$ cat config.mk
export PLATFORM = sky130hd
export DESIGN_NAME = conv33_window_gen_flat
export DESIGN_NICKNAME = d
export VERILOG_FILES = /design/src/rtl/conv_pkg.sv /design/src/rtl/conv33_window_gen_if.sv /design/src/rtl/conv33_line_buf.sv /design/src/rtl/conv33_window_gen.sv /design/src/flat_wrapper.sv
export SDC_FILE = /design/constraint.sdc
export NUM_CORES = 1
export LEC_CHECK = 0
export BUFFER_PORTS_ARGS = -buffer_cell sky130_fd_sc_hd__buf_4
export CORE_AREA = 2 2 215 217
export DETAILED_ROUTE_END_ITERATION = 8
export DIE_AREA = 0 0 217 219
export GPL_ROUTABILITY_DRIVEN = 0
export PLACE_DENSITY_LB_ADDON = 0.15
export SLEW_MARGIN = 20
export SYNTH_ARGS = -nofsm -noshare
export SYNTH_HDL_FRONTEND = slang
export SYNTH_HIERARCHICAL = 1
export SYNTH_SLANG_ARGS = --single-unit
$ cat constraint.sdc
create_clock -name clk -period 7.8 [get_ports clk]
set_input_delay 1.17 -clock clk [delete_from_list [all_inputs] [get_ports clk]]
set_output_delay 1.17 -clock clk [all_outputs]
set_load 0.05 [all_outputs]
$ cat src/rtl/conv_pkg.sv
// Shared geometry and width helpers for the 3x3 convolution datapath.
package conv_pkg;

    localparam int DATA_WIDTH  = 8;
    localparam int IMG_WIDTH   = 28;
    localparam int IMG_HEIGHT  = 28;
    localparam int KERNEL_SIZE = 3;

    // Address width that stays legal for degenerate one-entry geometries.
    function automatic int addr_w(input int n);
        return (n > 1) ? $clog2(n) : 1;
    endfunction

    localparam int COL_W = $clog2(IMG_WIDTH);
    localparam int ROW_W = $clog2(IMG_HEIGHT);

endpackage

$ cat src/rtl/conv33_window_gen_if.sv
// Pixel-in / window-out bundle between the stream source, the window generator and the calc stage.
interface conv33_window_gen_if #(
    parameter int DATA_WIDTH = conv_pkg::DATA_WIDTH
);

    logic signed [DATA_WIDTH-1:0] pix_in;
    logic                         pix_valid;
    logic                         frame_start;

    logic signed [DATA_WIDTH-1:0] data_0_0, data_0_1, data_0_2;
    logic signed [DATA_WIDTH-1:0] data_1_0, data_1_1, data_1_2;
    logic signed [DATA_WIDTH-1:0] data_2_0, data_2_1, data_2_2;
    logic                         conv33_en;
    logic                         frame_done;

    modport master (
        output pix_in, pix_valid, frame_start,
        input  data_0_0, data_0_1, data_0_2,
        input  data_1_0, data_1_1, data_1_2,
        input  data_2_0, data_2_1, data_2_2,
        input  conv33_en, frame_done
    );

    modport slave (
        input  pix_in, pix_valid, frame_start,
        output data_0_0, data_0_1, data_0_2,
        output data_1_0, data_1_1, data_1_2,
        output data_2_0, data_2_1, data_2_2,
        output conv33_en, frame_done
    );

endinterface

$ cat src/rtl/conv33_line_buf.sv
// One-row delay line: combinational read of the old entry, write of the new one on the same edge.
module conv33_line_buf #(
    parameter  int DEPTH      = conv_pkg::IMG_WIDTH,
    parameter  int DATA_WIDTH = conv_pkg::DATA_WIDTH,
    localparam int ADDR_W     = conv_pkg::addr_w(DEPTH)
) (
    input  logic                         clk,
    input  logic [ADDR_W-1:0]            addr,
    input  logic                         we,
    input  logic signed [DATA_WIDTH-1:0] wdata,
    output logic signed [DATA_WIDTH-1:0] rdata
);

    logic signed [DATA_WIDTH-1:0] mem [DEPTH];

    // Read is asynchronous so the caller sees the pre-write value in the writing cycle.
    assign rdata = mem[addr];

    always_ff @(posedge clk) begin
        if (we) begin
            mem[addr] <= wdata;
        end
    end

endmodule

$ cat src/rtl/conv33_window_gen.sv
// Raster pixel stream to 3x3 sliding window, valid-only (no padding) windows.
module conv33_window_gen #(
    parameter int DATA_WIDTH = conv_pkg::DATA_WIDTH,
    parameter int IMG_WIDTH  = conv_pkg::IMG_WIDTH,
    parameter int IMG_HEIGHT = conv_pkg::IMG_HEIGHT
) (
    input logic                clk,
    input logic                rst,
    conv33_window_gen_if.slave bus
);

    import conv_pkg::KERNEL_SIZE;
    import conv_pkg::addr_w;

    localparam int CW = addr_w(IMG_WIDTH);
    localparam int RW = addr_w(IMG_HEIGHT);

    localparam logic [CW-1:0] LAST_COL = CW'(IMG_WIDTH - 1);
    localparam logic [RW-1:0] LAST_ROW = RW'(IMG_HEIGHT - 1);
    localparam logic [CW-1:0] MIN_COL  = CW'(KERNEL_SIZE - 1);
    localparam logic [RW-1:0] MIN_ROW  = RW'(KERNEL_SIZE - 1);

    logic [CW-1:0] col, cur_col, next_col;
    logic [RW-1:0] row, cur_row, next_row;

    logic signed [DATA_WIDTH-1:0] lb1_out;
    logic signed [DATA_WIDTH-1:0] lb0_out;
    logic signed [DATA_WIDTH-1:0] new_tap [KERNEL_SIZE];
    logic signed [DATA_WIDTH-1:0] win [KERNEL_SIZE][KERNEL_SIZE];

    logic en_next, done_next;
    logic conv33_en_q, frame_done_q;

    // frame_start overrides the counters for the pixel it accompanies.
    always_comb begin
        cur_col  = bus.frame_start ? '0 : col;
        cur_row  = bus.frame_start ? '0 : row;
        next_col = cur_col + CW'(1);
        next_row = cur_row;
        if (cur_col == LAST_COL) begin
            next_col = '0;
            next_row = (cur_row == LAST_ROW) ? '0 : cur_row + RW'(1);
        end

        en_next   = bus.pix_valid && (cur_row >= MIN_ROW) && (cur_col >= MIN_COL);
        done_next = en_next && (cur_row == LAST_ROW) && (cur_col == LAST_COL);

        new_tap[0] = lb0_out;
        new_tap[1] = lb1_out;
        new_tap[2] = bus.pix_in;
    end

    always_ff @(posedge clk or posedge rst) begin
        if (rst) begin
            col <= '0;
            row <= '0;
        end else if (bus.pix_valid) begin
            col <= next_col;
            row <= next_row;
        end
    end

    // Taps shift left one column per accepted pixel; stale columns after a row wrap are masked by en_next.
    always_ff @(posedge clk or posedge rst) begin
        if (rst) begin
            for (int r = 0; r < KERNEL_SIZE; r++) begin
                for (int c = 0; c < KERNEL_SIZE; c++) begin
                    win[r][c] <= '0;
                end
            end
        end else if (bus.pix_valid) begin
            for (int r = 0; r < KERNEL_SIZE; r++) begin
                for (int c = 0; c < KERNEL_SIZE - 1; c++) begin
                    win[r][c] <= win[r][c+1];
                end
                win[r][KERNEL_SIZE-1] <= new_tap[r];
            end
        end
    end

    always_ff @(posedge clk or posedge rst) begin
        if (rst) begin
            conv33_en_q  <= 1'b0;
            frame_done_q <= 1'b0;
        end else begin
            conv33_en_q  <= en_next;
            frame_done_q <= done_next;
        end
    end

    // lb1 holds the previous row, lb0 the row before that (fed from lb1's outgoing value).
    conv33_line_buf #(
        .DEPTH      (IMG_WIDTH),
        .DATA_WIDTH (DATA_WIDTH)
    ) u_lb1 (
        .clk   (clk),
        .addr  (cur_col),
        .we    (bus.pix_valid),
        .wdata (bus.pix_in),
        .rdata (lb1_out)
    );

    conv33_line_buf #(
        .DEPTH      (IMG_WIDTH),
        .DATA_WIDTH (DATA_WIDTH)
    ) u_lb0 (
        .clk   (clk),
        .addr  (cur_col),
        .we    (bus.pix_valid),
        .wdata (lb1_out),
        .rdata (lb0_out)
    );

    assign bus.data_0_0   = win[0][0];
    assign bus.data_0_1   = win[0][1];
    assign bus.data_0_2   = win[0][2];
    assign bus.data_1_0   = win[1][0];
    assign bus.data_1_1   = win[1][1];
    assign bus.data_1_2   = win[1][2];
    assign bus.data_2_0   = win[2][0];
    assign bus.data_2_1   = win[2][1];
    assign bus.data_2_2   = win[2][2];
    assign bus.conv33_en  = conv33_en_q;
    assign bus.frame_done = frame_done_q;

endmodule

$ cat src/flat_wrapper.sv
// flat-port wrapper written by rule: the top's interface ports become plain ports
module conv33_window_gen_flat import conv_pkg::KERNEL_SIZE; import conv_pkg::addr_w;
#(
    parameter int DATA_WIDTH = conv_pkg::DATA_WIDTH,
    parameter int IMG_WIDTH  = conv_pkg::IMG_WIDTH,
    parameter int IMG_HEIGHT = conv_pkg::IMG_HEIGHT
)
  (clk, rst, bus_pix_in, bus_pix_valid, bus_frame_start, bus_data_0_0, bus_data_0_1, bus_data_0_2, bus_data_1_0, bus_data_1_1, bus_data_1_2, bus_data_2_0, bus_data_2_1, bus_data_2_2, bus_conv33_en, bus_frame_done);
  conv33_window_gen_if #(.DATA_WIDTH(DATA_WIDTH)) bus_i ();
  input logic clk;
  input logic rst;
  input wire logic [$bits(bus_i.pix_in)-1:0] bus_pix_in;
  input wire logic [$bits(bus_i.pix_valid)-1:0] bus_pix_valid;
  input wire logic [$bits(bus_i.frame_start)-1:0] bus_frame_start;
  output wire logic [$bits(bus_i.data_0_0)-1:0] bus_data_0_0;
  output wire logic [$bits(bus_i.data_0_1)-1:0] bus_data_0_1;
  output wire logic [$bits(bus_i.data_0_2)-1:0] bus_data_0_2;
  output wire logic [$bits(bus_i.data_1_0)-1:0] bus_data_1_0;
  output wire logic [$bits(bus_i.data_1_1)-1:0] bus_data_1_1;
  output wire logic [$bits(bus_i.data_1_2)-1:0] bus_data_1_2;
  output wire logic [$bits(bus_i.data_2_0)-1:0] bus_data_2_0;
  output wire logic [$bits(bus_i.data_2_1)-1:0] bus_data_2_1;
  output wire logic [$bits(bus_i.data_2_2)-1:0] bus_data_2_2;
  output wire logic [$bits(bus_i.conv33_en)-1:0] bus_conv33_en;
  output wire logic [$bits(bus_i.frame_done)-1:0] bus_frame_done;
  assign bus_i.pix_in = bus_pix_in;
  assign bus_i.pix_valid = bus_pix_valid;
  assign bus_i.frame_start = bus_frame_start;
  assign bus_data_0_0 = bus_i.data_0_0;
  assign bus_data_0_1 = bus_i.data_0_1;
  assign bus_data_0_2 = bus_i.data_0_2;
  assign bus_data_1_0 = bus_i.data_1_0;
  assign bus_data_1_1 = bus_i.data_1_1;
  assign bus_data_1_2 = bus_i.data_1_2;
  assign bus_data_2_0 = bus_i.data_2_0;
  assign bus_data_2_1 = bus_i.data_2_1;
  assign bus_data_2_2 = bus_i.data_2_2;
  assign bus_conv33_en = bus_i.conv33_en;
  assign bus_frame_done = bus_i.frame_done;
  conv33_window_gen #(.DATA_WIDTH(DATA_WIDTH), .IMG_WIDTH(IMG_WIDTH), .IMG_HEIGHT(IMG_HEIGHT)) u_core (.clk(clk), .rst(rst), .bus(bus_i));
endmodule
* Yosys cells after proc, flatten, opt, wreduce, memory -nomap -nowiden *
Memories as Yosys holds them, arrays and structs flattened. A register that Yosys moved wholly into a read port is not among the register bits.
Index checks and enable logic that the tools add are counted.

operators by class
  muxes and demuxes = 7
  magnitude comparators = 2
  divide/modulo/power cells = 0
  bitwise gates (word level) = 0
  reduce and logical (&&, ||, !) cells = 4
  shift-type cells = 0
  add/sub/neg operators = 2
  multiply operators = 0
  eq/ne operators = 2

operators with widths
  cell                                                 number
  two-way mux 5 bit                                    5
  adder 5 x 1 -> 5 bit, second input constant          2
  equality test 5 bit, second input constant           2
  >= comparator 5 x 2 -> 1 bit, second input constant  2
  logical AND 1 bit                                    4
  two-way mux 1 bit                                    2

storage, ports and cells
  logic and storage cells = 31
  memory bits (writable) = 448
  bits in read-only memories = 0
  memories = 2
  bits in latches = 0
  input port bits = 12
  register bits after elaboration = 76
  output and inout bits = 74

memory list
  memory            words  bits a word  rd ports  clocked after Yosys merged registers in  write ports  RTL line               RTL
  u_core.u_lb0.mem  28     8            1         1                                        1            conv33_line_buf.sv:14  logic signed [DATA_WIDTH-1:0] mem [DEPTH];
  u_core.u_lb1.mem  28     8            1         0                                        1            conv33_line_buf.sv:14

* Depth between registers and ports, before layout *
Gate-level depths: netlist of run 1.

  depth after elaboration = 6
  gate-level depth with buffers = 10
  depth with buffers taken out = 7

* Modules after synthesis *
The synthesis of run 1 kept the hierarchy.

by module, submodules not included
  module             times used  area each (µm²)  sequential area each (µm²)  cells each
  conv33_line_buf    2           8799.7           6726.5                      454
  conv33_window_gen  1           3333.2           2102.0                      227

* Least setup slack after synthesis of run 1 *
Ideal clock, no wire load.

  path type = input -> register
  start point = input bus_frame_start
  end point = register u_core.win, in the netlist u_core/bus.data_1_2[1]
  data arrival time = 3.719 ns
  cell stages on the path = 8
  setup slack = 4.011 ns
  path buffers = 2
  required time = 7.730 ns
  library setup time = 0.070 ns
  cells stage by stage = clkbuf_1 > nor2_1 > or3b_1 > clkbuf_1 > o22ai_1 > nor3_1 > o21ai_1 > mux2_2

between the ends
  word-level cells in the longest chain between the ends = 2

ends and longest elaborated chain
  item                           RTL line                 RTL
  start, declared                flat_wrapper.sv:14       input wire logic [$bits(bus_i.frame_start)-1:0] bus_frame_start;
  two-way mux 5 bit              conv33_window_gen.sv:36  cur_col = bus.frame_start ? '0 : col;
  via u_core.cur_col[4]          conv33_window_gen.sv:23  logic [CW-1:0] col, cur_col, next_col;
  memory (28 x 8 bit)            --
  via u_core.lb1_out[1]          conv33_window_gen.sv:26  logic signed [DATA_WIDTH-1:0] lb1_out;
  end signal, assigned by index  conv33_window_gen.sv:74  win[r][c] <= win[r][c+1];
  end signal, assigned by index  conv33_window_gen.sv:76  win[r][KERNEL_SIZE-1] <= new_tap[r];
  end, declared                  conv33_window_gen.sv:29  logic signed [DATA_WIDTH-1:0] win [KERNEL_SIZE][KERNEL_SIZE];

The timed path passes the listed nets, and every way through them passes these cells.
A chain may end at the register's enable or synchronous reset.

* Final worst setup path of run 1 *
  start point = input bus_frame_start
  end point = register, netlist name u_core/bus.data_0_2[1]

between the ends
  word-level cells in the longest chain between the ends = 1

ends and longest elaborated chain
  item                   RTL line
  two-way mux 5 bit      conv33_window_gen.sv:36
  via u_core.cur_col[1]  conv33_window_gen.sv:23

The timed path passes the listed nets, and every way through them passes these cells.

==> results of run 1 <==
## synth_stat cells, drive strengths merged (6+ instances only)
cell type | n | area [um^2]
nor2b | 18 | 113
mux4 | 68 | 1530
o21ai | 27 | 135
edfxtp | 448 | 13500
a221oi | 12 | 105
dfrtp | 84 | 2100
inv | 7 | 26.3
clkbuf | 18 | 67.6
buf | 46 | 303
a22oi | 24 | 180
nor3 | 26 | 141
nand2 | 49 | 184
o22ai | 7 | 43.8
and2 | 7 | 43.8
mux2 | 74 | 833
nor2 | 50 | 188
or3b | 6 | 52.6
mux2i | 88 | 881
nand3b | 9 | 80.1
nand4 | 25 | 156
## flip-flops by register name, indices dropped and copies added (netlist names)
register and flops:
u_core/bus.data_2_2 8, u_core/bus.data_0_0 8, u_core/u_lb0/mem 224, u_core/bus.data_1_2 8, u_core/bus.data_1_1 8, u_core/row 5
u_core/bus.data_0_1 8, u_core/bus.data_1_0 8, u_core/bus.data_0_2 8, u_core/u_lb1/mem 224, u_core/bus.conv33_en 1, u_core/bus.frame_done 1
u_core/col 5, u_core/bus.data_2_1 8, u_core/bus.data_2_0 8
## power breakdown
group,switching (W),total [W],internal [W]
combinational,0.000824,0.00121,0.000383
sequential,0.000107,0.00342,0.00332
clock,0.00102,0.00242,0.00140
total,0.00195,0.00705,0.00510
## through the flow
stage | utilization (%) | hold slack (ns) | setup slack, ns
2_1_floorplan | - | 0.473 | 4.01
3_3_place_gp | 49.3 | 0.488 | 3.52
3_5_place_dp | 49.3 | 0.489 | 3.43
4_1_cts | 53.0 | 0.506 | 4.07
5_1_grt | 53.0 | 0.519 | 3.92
6_report | 53.0 | 0.499 | 4.06
## layout make-up
cell class,count,area (um^2)
Tap cell,600,751
Multi-Input combinational cell,532,5030
Sequential cell,532,15600
Inverter,7,27.5
Clock buffer,69,1450
Fill cell,3601,21200
Clock inverter,28,210
Timing Repair Buffer,115,888
## layer usage
metal,wire (um),track usage [%],part of all wire (%)
met3,1790,3.04,3.9
met4,710,5.02,1.6
met2,23100,32.8,51
met5,0,0,0
met1,19800,26.6,44
## logic make-up (layout without fill, tap and decap cells)
| family | Yosys count | in the layout | share of synthesized area, % |
|---|---|---|---|
| muxes | 230 | 230 | 15.5 |
| and+or+nand+nor | 212 | 212 | 5.32 |
| AOI/OAI and AO/OA | 90 | 90 | 2.97 |
| buffers and inverters | 71 | 219 | 1.89 |
| DFF | 532 | 532 | 74.3 |
## placed cells by master, fill, tap and decap left out, drive strengths merged, types with 2 or more instances in the layout
master / netlist / layout
edfxtp: 448 / 448
buf: 46 / 115
mux2i: 88 / 88
dfrtp: 84 / 84
mux2: 74 / 74
clkbuf: 18 / 69
mux4: 68 / 68
nor2: 50 / 50
nand2: 49 / 49
o21ai: 27 / 27
nor3: 26 / 26
nand4: 25 / 25
a22oi: 24 / 24
clkinv: 0 / 24
nor2b: 18 / 18
a221oi: 12 / 12
nand3b: 9 / 9
and2: 7 / 7
o22ai: 7 / 7
inv: 7 / 7
or3b: 6 / 6
nand3: 5 / 5
or3: 5 / 5
a21oi: 4 / 4
nor3b: 4 / 4
bufinv: 0 / 3
nand2b: 3 / 3
a21o: 2 / 2
and3b: 2 / 2
a32oi: 2 / 2
o31a: 2 / 2
a2111oi: 2 / 2
## final timing paths
path | from | endpoint | slack [ns] | depth (start not counted)
setup / recovery | bus_frame_start | u_core/bus.data_0_2[1]$_DFFE_PP0P_ | 4.06 | 9
hold / removal | u_core/row[0]$_DFFE_PP0P_ | u_core/row[0]$_DFFE_PP0P_ | 0.50 | 1
setup reg to reg | u_core/col[1]$_DFFE_PP0P_ | u_core/bus.data_0_2[1]$_DFFE_PP0P_ | 4.30 | 8
hold reg to reg | u_core/row[0]$_DFFE_PP0P_ | u_core/row[0]$_DFFE_PP0P_ | 0.50 | 1
max in group asynchronous | rst | u_core/bus.data_0_2[7]$_DFFE_PP0P_ | 6.02 | 3
min in group asynchronous | rst | u_core/row[2]$_DFFE_PP0P_ | 0.60 | 2
==> metrics.md, run 1 <==
| Metric | Value |
|---|---|
| Syn Area/Cell | `18.4 um^2` |
| VDD IR max | `0.215 mV` |
| Largest net degree at the start of global routing | `116` |
| Post-CTS setup buffers | `0` |
| Post-layout nets | `1,253` |
| Final instance area | `23,900 um^2` |
| Post-synth EDFFs | `448` |
| Post-synthesis sequential area ratio | `74.3%` |
| Cells after DPL | `1,786` |
| Type of the most critical hold path | `register to register` |
| Crit path DAT | `4.21 ns` |
| Vias/cell | `5.66` |
| Setup violations, final | `0` |
| Placement Cell Area | `22,200 um^2` |
| Synthesized area | `20,900 um^2` |
| Worst path max stage delay | `0.76 ns` |
| Maxcap violations | `0` |
| Row cnt | `78` |
| Post-CTS Hold Fix Bufs | `0` |
| Total power | `0.00705 W` |
| Cell family with most CP delay | `buffers and inverters` |
| Fin crit period | `3.74 ns` |
| Status | `complete, no violations` |
| Leak pwr | `7.93 nW` |
| DIE AREA | `47,500 um^2` |
| CTS max path bufs | `3` |
| Pre-Repair DR Iteration Count | `5` |
| Worst-path clk slew | `0.06 ns` |
| Crit-path cells | `buf_4 > nor2b_4 > buf_12 > buf_4 > mux4_2 > mux2i_1 > o31a_1 > o21ai_1 > mux2_2` |
| Syn Inst Count | `1,135` |
| Antenna violations before repair | `0` |
| CTS tree | `built` |
| Worst-skew pair later-pin latency | `0.59 ns` |
| Routed via count | `10.7k` |
| Most frequent CP cell | `buf_4` |
| Hold Vio Cnt, Final | `0` |
| CP startpoint kind | `primary input` |
| Vias in the first global route | `10.9k` |
| Crit path max fanout | `115` |
| Final Max Slew Viols | `0` |
| Final period util | `48.0%` |
| Syn Nets | `1,147` |
| Number of routed nets with antenna violations | `0` |
| Rel. slew slack | `29.5%` |
| Slew @ Worst Pin | `1.03 ns` |
| P&R area growth vs syn | `14.2%` |
| DP HPWL | `27.1 mm` |
| Non-filler cells, final | `1,883` |
| Critical path class | `primary input to register` |
| Core area | `45,100 um^2` |
| IO Pins | `86` |
| Post_cts resized | `0` |
| TNS Setup | `0 ns` |
| Clk sink count | `532` |
| Diode count | `0` |
| Total track usage | `19.5%` |
| WP data required | `8.26 ns` |
| Synth Register Bits | `532` |
| Die width | `217 um` |
| Port bufs | `85` |
| Yosys cell types | `48` |
| YS warnings | `6` |
| DRT Wirelength | `45.4 mm` |
| Worst clock skew | `0.0144 ns` |
| First-pass GRT wire length | `69.0 mm` |
| RSZ-0062 raised after global routing | `no` |
| Die Y | `219 um` |
| Pwr per Cell Area | `295 nW/um^2` |
| Clock H-tree levels | `2` |
| Buf/Inv on CP | `3` |
| Initial Util | `46.4%` |
| FMAX | `267 MHz` |
| Primary FF master, synth | `edfxtp_1` |
| FFs w/ async S/R, synth | `15.8%` |
| Share of cells above drive strength 1 | `26.6%` |
| Wirelength per Cell | `24.1 um` |
| DRC viols | `0` |
| CP endpoint kind | `register` |
| Total grt overflow | `0` |
| Clk root buf | `clkbuf_16` |
| DRT iter0 DRCs | `821` |
| Worst path slowest cell | `buf_4` |
| CTS buffer count | `53` |
No activity file was read; power rests on OpenSTA's default activity.
==> run 2: changes to the inputs <==
==> constraint.sdc (replaced) <==
create_clock -name clk -period 3.1 [get_ports clk]
set_input_delay 0.465 -clock clk [delete_from_list [all_inputs] [get_ports clk]]
set_output_delay 0.465 -clock clk [all_outputs]
set_load 0.05 [all_outputs]
==> run 2 against run 1 <==
- via count is 2.3% higher
- critical path type is now register to register
- sequential power grew to 2.5 times the previous value
- cell area is 4.4% higher
- sequential share of layout area is 2.8 points lower
- wire length is 0.28% higher
- worst hold slack worse by 0.24 ns
- clock skew is 0.013 ns higher
- total power grew to 2.6 times the previous value
- setup slack worse by 3.8 ns
- combinational power grew to 2.7 times the previous value
==> metrics.md, run 2 (same netlist as run 1, synthesis figures left out) <==
| Metric | Value |
|---|---|
| Final Max Slew Viols | `0` |
| CTS buffer count | `54` |
| FMAX | `357 MHz` |
| Total grt overflow | `0` |
| Leak pwr | `8.56 nW` |
| Commonest non-fill, non-tap cell in the layout | `edfxtp_1` |
| Initial Util | `46.4%` |
| Pwr per Cell Area | `729 nW/um^2` |
| CP endpoint kind | `register` |
| Antenna violations before repair | `0` |
| Worst-skew pair later-pin latency | `0.59 ns` |
| Gate power share | `17.9%` |
| Critical path class | `register to register` |
| TNS Setup | `0 ns` |
| Fin crit period | `2.80 ns` |
| Worst-path clk slew | `0.06 ns` |
| IO Pins | `86` |
| Worst path max stage delay | `0.49 ns` |
| First-pass GRT wire length | `68.9 mm` |
| Vias/cell | `5.50` |
| P&R area growth vs syn | `19.3%` |
| DRC viols | `0` |
| Clock H-tree levels | `2` |
| Worst clock skew | `0.0273 ns` |
| Setup WS post-layout | `0.301 ns` |
| Final period util | `90.3%` |
| Hold slack final | `0.259 ns` |
| Diode count | `0` |
| Int Pwr | `0.0132 W` |
| CTS tree | `built` |
| Total track usage | `19.5%` |
| DRT Wirelength | `45.5 mm` |
| Crit-path cells | `inv_1 > nor2_4 > buf_4 > buf_4 > nor2b_1 > a221oi_1 > o21ai_1 > nand4_1 > mux2_2` |
| Regs by FF count | `u_core/u_lb0/mem x224, u_core/u_lb1/mem x224` |
| Cells after DPL | `1,883` |
| Port bufs | `85` |
| Pre-Repair DR Iteration Count | `5` |
| Routed via count | `10.9k` |
| Rel. slew slack | `49.5%` |
| DRT iter0 DRCs | `916` |
| Non-filler cells, final | `1,984` |
| Vias in the first global route | `11.1k` |
| Status | `complete, no violations` |
| Share of cells above drive strength 1 | `32.2%` |
| Buf/Inv on CP | `3` |
| Cell family with most CP delay | `simple AND/OR/NAND/NOR gates` |
| DIE AREA | `47,500 um^2` |
| WP data required | `3.58 ns` |
| Most frequent CP cell | `buf_4` |
| Place WS | `0.130 ns` |
| Die Y | `219 um` |
| Maxcap violations | `0` |
| CTS max path bufs | `3` |
| Hold Vio Cnt, Final | `0` |
| Most frequent cells in the layout | `448 x edfxtp_1, 190 x buf_4, 88 x mux2i_1, 84 x dfrtp_1, 74 x mux2_2` |
| Die width | `217 um` |
| CP startpoint kind | `register` |
| Crit path DAT | `3.28 ns` |
| Clk root buf | `clkbuf_16` |
| Type of the most critical hold path | `primary input to register` |
| VDD IR max | `0.542 mV` |
| Clk sink count | `532` |
| Post-CTS setup buffers | `0` |
| DP HPWL | `29.6 mm` |
| Seq pwr share | `47.3%` |
| Row cnt | `78` |
| Largest net degree at the start of global routing | `56` |
| # fillers | `3,562` |
| Switching power share of the total | `27.4%` |
| Core area | `45,100 um^2` |
| Post_cts resized | `0` |
| RSZ-0062 raised after global routing | `no` |
| Setup violations, final | `0` |
| Crit path max fanout | `16` |
| Slew @ Worst Pin | `0.755 ns` |
| Post-CTS Hold Fix Bufs | `1` |
| Worst path slowest cell | `dfrtp_1` |
| Number of routed nets with antenna violations | `0` |
| Post-layout nets | `1,352` |
| Net Sw Power | `0.00498 W` |
| Wirelength per Cell | `22.9 um` |
| Clock share of power | `34.7%` |
## run 2: cell types whose count changed in the layout (fill, tap and decap cells not counted), moves of 2 or more
cell       previous run  this run
clkinv_1             15        10
nor3_1               23        25
buf_4               113       190
clkbuf_1             12        10
bufinv_16             3         5
clkinv_4              2         0
nor3_2                2         0
clkinv_2              7        15
buf_12                2        22
## run 2: worst paths after layout
kind	from	to	slack [ns]	cells after the start
min reg2reg	u_core/bus.data_2_0[4]$_DFFE_PP0P_	u_core/bus.data_2_0[4]$_DFFE_PP0P_	0.51	1
min	bus_frame_start	u_core/col[4]$_DFFE_PP0P_	0.26	2
max	u_core/col[4]$_DFFE_PP0P_	u_core/bus.data_0_2[2]$_DFFE_PP0P_	0.30	9
min in group asynchronous	rst	u_core/bus.data_1_0[6]$_DFFE_PP0P_	0.50	3
max reg2reg	u_core/col[4]$_DFFE_PP0P_	u_core/bus.data_0_2[2]$_DFFE_PP0P_	0.30	9
max in group asynchronous	rst	u_core/bus.data_0_2[1]$_DFFE_PP0P_	1.92	4
## run 2: cell type report
class                      count  area [um^2]  share of cell area, %
sequential                   532        15600                   62.3
clock inverter                32          282                   1.13
clock buffer                  68         1460                   5.83
timing repair buffer         213         1880                   7.52
multi-input combinational    532         5020                   20.1
inverter                       7         27.5                  0.110
tap                          600          751                   3.01
## run 2: power by group through the flow
stage | logic (W) | registers, W | clock network, W
6_report | 0.00326 | 0.00861 | 0.00632
2_1_floorplan | 0.00107 | 0.00965 | 0
4_1_cts | 0.00331 | 0.00862 | 0.00647
5_1_grt | 0.00345 | 0.00866 | 0.00674
3_5_place_dp | 0.00331 | 0.00876 | 0
3_3_place_gp | 0.00327 | 0.00876 | 0
## run 2: metal layers
metal	global-route usage, %	routed length (um)
met3	2.77	2100
met1	26.1	19000
met2	33.3	23400
met5	0	0
met4	5.68	976
## run 2: through the flow
step / utilization (%) / total power [W] / instance area (um^2)
final: 55.4 / 0.0182 / 25000
after global routing: 55.4 / 0.0188 / 25000
after CTS: 55.4 / 0.0184 / 25000
after detailed placement: 51.5 / 0.0121 / 23200
after global placement: 51.5 / 0.0120 / 23200
after floorplan: - / 0.0107 / 20900
